`config.mk`:
```
export PLATFORM = sky130hd
export DESIGN_NAME = rr_priority_arbiter_flat
export DESIGN_NICKNAME = d
export VERILOG_FILES = /design/src/rtl/rr_priority_arbiter_pkg.sv /design/src/rtl/rr_priority_arbiter_if.sv /design/src/rtl/rr_priority_arbiter_lsb_pick.sv /design/src/rtl/rr_priority_arbiter.sv /design/src/flat_wrapper.sv
export SDC_FILE = /design/constraint.sdc
export NUM_CORES = 1
export LEC_CHECK = 0
export CAP_MARGIN = 20
export CORE_AREA = 2 2 49 97
export CTS_BUF_LIST = sky130_fd_sc_hd__clkbuf_4 sky130_fd_sc_hd__clkbuf_8 sky130_fd_sc_hd__clkbuf_16
export DETAILED_ROUTE_END_ITERATION = 8
export DIE_AREA = 0 0 51 99
export PLACE_DENSITY = 0.58
export SLEW_MARGIN = 30
export SYNTH_ARGS = -nofsm -noshare
export SYNTH_HDL_FRONTEND = slang
export SYNTH_SLANG_ARGS = --single-unit
export TNS_END_PERCENT = 30
```
`constraint.sdc`:
```
create_clock -name clk -period 3.25 [get_ports clk]
set_clock_uncertainty 0.05 [all_clocks]
set_input_delay 0.65 -clock clk [delete_from_list [all_inputs] [get_ports clk]]
set_output_delay 0.65 -clock clk [all_outputs]
set_load 0.03 [all_outputs]
```
`src/rtl/rr_priority_arbiter_pkg.sv`:
```
// Shared types and helpers for the round-robin arbiter.
package rr_arb_pkg;

  typedef enum logic {
    IDLE = 1'b0,
    BUSY = 1'b1
  } state_e;

  // Encodes a one-hot (or zero) vector of up to 32 bits; returns 0 for zero.
  function automatic int unsigned onehot2bin(input logic [31:0] oh);
    int unsigned idx;
    idx = 0;
    for (int unsigned i = 0; i < 32; i++) begin
      if (oh[i]) idx = idx | i;
    end
    return idx;
  endfunction

endpackage

```
`src/rtl/rr_priority_arbiter_if.sv`:
```
// Request/grant bundle for rr_priority_arbiter; lock exists only with RR_ARB_LOCK_EN.
interface rr_arb_if #(
  parameter int unsigned N = 8
);
  localparam int unsigned IDW = $clog2(N);

  logic [N-1:0]   req;
  logic           ack;
`ifdef RR_ARB_LOCK_EN
  logic           lock;
`endif
  logic [N-1:0]   grant;
  logic [IDW-1:0] grant_id;
  logic           gnt_valid;

  modport master (
    output req,
    output ack,
`ifdef RR_ARB_LOCK_EN
    output lock,
`endif
    input  grant,
    input  grant_id,
    input  gnt_valid
  );

  modport slave (
    input  req,
    input  ack,
`ifdef RR_ARB_LOCK_EN
    input  lock,
`endif
    output grant,
    output grant_id,
    output gnt_valid
  );

endinterface

```
`src/rtl/rr_priority_arbiter_lsb_pick.sv`:
```
// Isolates the lowest set bit of a vector: x & ~(x-1), N-bit wraparound.
module lsb_pick #(
  parameter int unsigned N = 8
) (
  input  logic [N-1:0] x_i,
  output logic [N-1:0] lsb_o
);

  assign lsb_o = x_i & ~(x_i - N'(1));

endmodule

```
`src/rtl/rr_priority_arbiter.sv`:
```
// Round-robin arbiter with registered, held grant and grant/ack handshake.
// Optional RR_ARB_LOCK_EN: lock input keeps the grant across ack.
module rr_priority_arbiter
  import rr_arb_pkg::*;
#(
  parameter int unsigned N = 8
) (
  input logic   clk,
  input logic   rst,
  rr_arb_if.slave bus
);

  localparam int unsigned IDW = $clog2(N);

  state_e         state_q, state_d;
  logic [N-1:0]   mask_q, mask_d;
  logic [N-1:0]   grant_q, grant_d;
  logic [IDW-1:0] grant_id_q, grant_id_d;
  logic           gnt_valid_q, gnt_valid_d;

  logic [N-1:0]   above_mask;
  logic [N-1:0]   req_eff;
  logic [N-1:0]   mask_eff;
  logic [N-1:0]   pick_m, pick_u, pick;
  logic           ack_rel;
  logic           release_now;

  // In BUSY the candidate set excludes the holder and is ranked against the
  // post-release mask, so the successor is chosen in the same cycle.
  assign above_mask = ~((grant_q << 1) - N'(1));
  assign req_eff    = bus.req & ~grant_q;
  assign mask_eff   = (state_q == BUSY) ? above_mask : mask_q;

  lsb_pick #(.N(N)) u_pick_masked (
    .x_i   (req_eff & mask_eff),
    .lsb_o (pick_m)
  );

  lsb_pick #(.N(N)) u_pick_unmasked (
    .x_i   (req_eff),
    .lsb_o (pick_u)
  );

  assign pick = (|(req_eff & mask_eff)) ? pick_m : pick_u;

`ifdef RR_ARB_LOCK_EN
  assign ack_rel = bus.ack & ~bus.lock;
`else
  assign ack_rel = bus.ack;
`endif

  assign release_now = ack_rel | ~(|(bus.req & grant_q));

  always_comb begin
    state_d     = state_q;
    mask_d      = mask_q;
    grant_d     = grant_q;
    gnt_valid_d = gnt_valid_q;
    unique case (state_q)
      IDLE: begin
        if (|bus.req) begin
          grant_d     = pick;
          gnt_valid_d = 1'b1;
          state_d     = BUSY;
        end
      end
      BUSY: begin
        if (release_now) begin
          mask_d = above_mask;
          if (|req_eff) begin
            grant_d = pick;
          end else begin
            grant_d     = '0;
            gnt_valid_d = 1'b0;
            state_d     = IDLE;
          end
        end
      end
      default: state_d = IDLE;
    endcase
    grant_id_d = IDW'(onehot2bin(32'(grant_d)));
  end

  always_ff @(posedge clk) begin
    if (rst) begin
      state_q     <= IDLE;
      mask_q      <= '1;
      grant_q     <= '0;
      grant_id_q  <= '0;
      gnt_valid_q <= 1'b0;
    end else begin
      state_q     <= state_d;
      mask_q      <= mask_d;
      grant_q     <= grant_d;
      grant_id_q  <= grant_id_d;
      gnt_valid_q <= gnt_valid_d;
    end
  end

  assign bus.grant     = grant_q;
  assign bus.grant_id  = grant_id_q;
  assign bus.gnt_valid = gnt_valid_q;

endmodule

```
`src/flat_wrapper.sv`:
```
// flat-port wrapper written by rule: the top's interface ports become plain ports
module rr_priority_arbiter_flat import rr_arb_pkg::*;
#(
  parameter int unsigned N = 8
)
  (clk, rst, bus_req, bus_ack, bus_grant, bus_grant_id, bus_gnt_valid);
  rr_arb_if #(.N(N)) bus_i ();
  input logic clk;
  input logic rst;
  input wire logic [$bits(bus_i.req)-1:0] bus_req;
  input wire logic [$bits(bus_i.ack)-1:0] bus_ack;
  output wire logic [$bits(bus_i.grant)-1:0] bus_grant;
  output wire logic [$bits(bus_i.grant_id)-1:0] bus_grant_id;
  output wire logic [$bits(bus_i.gnt_valid)-1:0] bus_gnt_valid;
  assign bus_i.req = bus_req;
  assign bus_i.ack = bus_ack;
  assign bus_grant = bus_i.grant;
  assign bus_grant_id = bus_i.grant_id;
  assign bus_gnt_valid = bus_i.gnt_valid;
  rr_priority_arbiter #(.N(N)) u_core (.clk(clk), .rst(rst), .bus(bus_i));
endmodule
```
# Word-level counts from Yosys, hierarchy flattened
# Cells that the tools add are included.
dict set report word_totals {
  reg_bits 21
  input_bits 11
  output_inout_bits 12
  word_cells 52
}
dict set report op_classes {
  n_addsub 3
  eq_ne 3
  muxes 21
  bitwise 12
  reduce_logical 7
}
# operator n
set ops {}
lappend ops {{$and A8 B8 Y8} 5}
lappend ops {{$mux W8} 5}
lappend ops {{$not A8 Y8} 4}
lappend ops {{$reduce_or A8 Y1} 4}
lappend ops {{$sub A8 B1 Y8 const B} 3}
lappend ops {{$pmux W8 S2} 1}
lappend ops {{$mux W3} 4}
lappend ops {{$mux W1} 7}
lappend ops {{$mux W2} 2}
lappend ops {{$ne A2 B2 Y1 const B} 2}
lappend ops {{$pmux W1 S2} 2}
lappend ops {{$reduce_and A2 Y1} 2}
lappend ops {{$reduce_and A3 Y1} 1}
lappend ops {{$ne A2 B1 Y1 const B} 1}
lappend ops {{$not A1 Y1} 2}
lappend ops {{$or A1 B1 Y1} 1}

# Depth between registers and ports, before layout
dict set report depth {
  depth_word 18
  ltp_mapped 11
  ltp_nobuf 10
}

# By module
# Synthesis repeated with hierarchy kept, for this count alone.
dict set report hier_totals {
  cells_unflattened 170
  area_unflattened_um2 1539.0
}
# mod instances cells_per_inst area_each_um2 seq_area_each_um2
set modules_own_cells {}
lappend modules_own_cells {rr_priority_arbiter 1 148 1313.8 420.4}
lappend modules_own_cells {lsb_pick 2 11 112.6 0.0}

# Worst setup path before layout
# Ideal clock, no wire load.
dict set report synth_path {
  path_type {input-to-reg}
  start {input bus_req[4]}
  end {register u_core.grant_id_q[2], in the netlist u_core.bus.grant_id[2]}
  setup_ns 0.134
  t_arrival_ns 2.464
  t_required_ns 3.066
  path_slack_ns 0.602
  path_stages 6
  n_path_buf 0
  path_cell_list {nor2b_2 > or4_1 > o211ai_1 > a2111oi_0 > a32o_2 > or4_1}
}
dict set report synth_via {
  elab_chain_len 13
  word_cells_on_any_way 24
  cone_classes {add/sub: 2; mux: 9; bitwise: 9; reduce/logical: 4}
}
# element line
set synth_lines {}
lappend synth_lines {{start: declaration} flat_wrapper.sv:10} ;# input wire logic [$bits(bus_i.req)-1:0] bus_req;
lappend synth_lines {{$and A8 B8 Y8} rr_priority_arbiter.sv:31} ;# assign req_eff = bus.req & ~grant_q;
lappend synth_lines {{$and A8 B8 Y8} {rr_priority_arbiter.sv:35, rr_priority_arbiter.sv:44}}
lappend synth_lines {{$sub A8 B1 Y8} rr_priority_arbiter_lsb_pick.sv:9} ;# assign lsb_o = x_i & ~(x_i - N'(1));
lappend synth_lines {{$not A8 Y8} rr_priority_arbiter_lsb_pick.sv:9}
lappend synth_lines {{$and A8 B8 Y8} rr_priority_arbiter_lsb_pick.sv:9}
lappend synth_lines {{$mux W8} rr_priority_arbiter.sv:44} ;# assign pick = (|(req_eff & mask_eff)) ? pick_m : pick_u;
lappend synth_lines {{$mux W8} rr_priority_arbiter.sv:70} ;# if (|req_eff) begin
lappend synth_lines {{$mux W8} rr_priority_arbiter.sv:68} ;# if (release_now) begin
lappend synth_lines {{$pmux W8 S2 *} rr_priority_arbiter.sv:59} ;# unique case (state_q)
lappend synth_lines {{$mux W3 (3 in a row)} rr_priority_arbiter_pkg.sv:14} ;# if (oh[i]) idx = idx | i;
lappend synth_lines {{$mux W3 *} rr_priority_arbiter_pkg.sv:14}
lappend synth_lines {{end signal: assignment} rr_priority_arbiter.sv:95} ;# grant_id_q <= grant_id_d;
lappend synth_lines {{end: declaration} rr_priority_arbiter.sv:18} ;# logic [IDW-1:0] grant_id_q, grant_id_d;
# Mark *: on every way between the ends. The rest lies on a longest branch, timed or not. The select of a mux whose other input is x is not followed.
# A chain may end at the register's enable or synchronous reset.

# Worst setup path in the final report
# Ends and elaborated chain as after synthesis.

==> results.md <==
- Unrepaired setup endpoints after global routing: no
- Antenna cells: 0
- Top FF cell, synth: dfxtp_1
- Layout area overhead: 27.5%
- Wirelength per Cell: 16.8 µm
- Root Buffer: clkbuf_8
- Post-Syn Instances: between 150 and 200
- Placed instance count: 267
- CTS resizes: 0
- Critical Path AT: around 3 ns
- Crit path kind: input port to register
- Iteration-0 DRC Markers: 20
- Vias per cell: around 5.7
- Crit share post-route: between 80% and 90%
- Total GRT Usage: between 10% and 20%
- Min-delay worst type: register to register
- Port bufs: 22
- Synth Net Count: 195
- Final ANT Viol Nets: 0
- Post-Syn Area: roughly 0.0015 mm²
- Setup TNS: 0 ns
- DRC: 0
- Final WS setup: approximately 0.34 ns
- Worst Setup Start Kind: input port
- Vias in the first global route: around 1500
- Final core utilization: 43.7%
- Layout cells sized above 1: between 10% and 20%
- Core area: around 0.0043 mm²
- CTS tree: done
- Post-synth top area cell: dfxtp_1
- Die area: 0.00505 mm²
- Global-route wire length before repair: between 7 and 8 mm
- WL final: 4.56 mm
- Setup bufs post-CTS: 0
- Vias: ~1500
- Post-synth EDFFs: 0
- Lkg Pwr: ~0.79 nW
- Die X: roughly 51 µm
- Dpl ws: ~0.052 ns
- Antenna violations before repair: 0
- Largest net degree at the start of global routing: 20
- Max-Cap Viols: 0
- Post-synth top area share: 28.5%
- Final non-filler cell total: 271
- Peak VDD IR: between 0.0002 and 0.00025 V
- Final nets: 230
- Hpwl dp: roughly 3.6 mm
- Status: complete, no violations
- Final min period: between 2 and 3 ns
- Die Ht: about 99 µm
- Worst-margin pin slew: between 0.6 and 0.7 ns
- H-Tree Depth: 1
- Sequential area share after synthesis: 28.5%
- Worst setup EP type: register
- Final Hold Fails: 0
- Yosys cell types: between 50 and 60
- GRT Residual Overflow: 0
- Final setup viols: 0
- Fmax achieved: 0.344 GHz
- Hold_buf cts: 0
- 1st-pass router iterations: 4
- CTS buffer count: 3
- Placer Congestion: about 0.94
- Ys Warns: 0
- Top post-synthesis cells by area: dfxtp_1 29%, nand2_1 4.6%, nand2b_1 3.8%, nor2_1 3.8%, a211o_1 3.6%
- Required @ worst endpoint: 3.34 ns
- Asr flop ratio synth: 0%
- Clk buf depth: 2
- Fin. max-slew vios: 0
- Critical Path Fanout Max: 3
- Clock sink count: 21
- Initial Utilization: between 30% and 40%
- Clock slew at reported path FFs: 0.08 ns
- Dpl cell area: 0.00183 mm²
- FF+latch count, synth: 21
- Most frequent cells in the layout: 22 x clkdlybuf4s50_1, 21 x dfxtp_1, 18 x nand2_1, 18 x buf_4, 15 x nor2_1
- Io pins: 23
- Final Cell Area: 0.00188 mm²
- Most common cell after layout, fill and taps aside: clkdlybuf4s50_1
- Row cnt: 34
- Syn Area/Cell: between 8 and 9 µm²
- Slew HR: a little over half
- Power per standard cell area: 426 mW/mm²
- Later-pin clock latency in the skew report: 0.26 ns
- Design Power: roughly 0.80 mW
- Hold slack final: ~0.41 ns
## area by class of cell
class	instances	area, µm²
clock buffers	3	41.3
clock inverters	1	5.00
fillers	445	2420
inverters	9	33.8
multi-input cells	143	955
flip-flops and latches	21	420
well taps	54	67.6
repair buffers	40	355
## critical path: stages
cell and delay, ns:
clkdlybuf4s50_1 0.42, nor2b_2 0.16, or4_1 0.54, o211ai_1 0.23, a2111oi_0 0.19, a32o_2 0.29, or4_1 0.51
## layer usage
layer | share of wire, % | vias up | track usage [%] | wire [µm]
met5 | 0 | - | 0 | 0
met4 | 3.9 | 0 | 9.15 | 176
met3 | 3.0 | 14 | 2.27 | 138
met2 | 55 | 43 | 37.6 | 2510
met1 | 38 | 723 | 19.5 | 1740
li1 | - | 755 | - | -
## state kept, by name, summed over array words and instances (netlist names)
signal / count
u_core.bus.gnt_valid: 1
u_core.bus.grant: 8
u_core.bus.grant_id: 3
u_core.mask_q: 8
u_core.state_q: 1
## logic make-up (layout without fill, tap and decap cells)
logic type      after synthesis  after routing  share of synthesized area, %
flops                        21             21                          28.5
fa+ha+maj                     1              1                         0.849
compound gates               52             52                          27.0
mux                           4              4                          2.80
buf+inv                      19             53                          6.63
xor+xnor                      3              3                          1.78
simple gates                 83             83                          32.4
## worst paths after layout
kind / slack [ns] / cells after the start / end / startpoint
hold reg to reg: 0.41 / 1 / u_core.mask_q[6] / u_core.mask_q[6]
hold / removal: 0.41 / 1 / u_core.mask_q[6] / u_core.mask_q[6]
setup / recovery: 0.34 / 7 / u_core.bus.grant_id[2] / bus_req[4]
setup reg to reg: 0.53 / 7 / u_core.bus.grant_id[1] / u_core.state_q
## power breakdown
group / total [mW] / internal [mW] / switching [mW]
logic: 0.313 / 0.141 / 0.172
registers: 0.310 / 0.285 / 0.0249
clock network: 0.177 / 0.0855 / 0.0914
## synthesized netlist by cell type, types with 2 or more instances
| cell type | number |
|---|---|
| nand2b_1 | 9 |
| nor4_1 | 4 |
| a41o_1 | 2 |
| nand4b_1 | 2 |
| nor3b_1 | 2 |
| dfxtp_1 | 21 |
| o21ai_1 | 2 |
| inv_1 | 9 |
| nor2b_1 | 6 |
| mux2i_1 | 3 |
| nor4_2 | 2 |
| or4_1 | 2 |
| o31ai_1 | 4 |
| and2_1 | 2 |
| a22o_1 | 2 |
| nor3_1 | 4 |
| nand4_1 | 2 |
| nor2_1 | 15 |
| xnor2_1 | 3 |
| o21ai_0 | 6 |
| a211o_1 | 6 |
| o22ai_1 | 2 |
| buf_4 | 4 |
| o211ai_1 | 3 |
| and3_1 | 2 |
| a22oi_1 | 4 |
| nand3_1 | 4 |
| o32a_1 | 2 |
| a21oi_1 | 7 |
| buf_2 | 3 |
| clkbuf_1 | 2 |
| nand2_1 | 18 |
(Power assumes the default switching activity.)
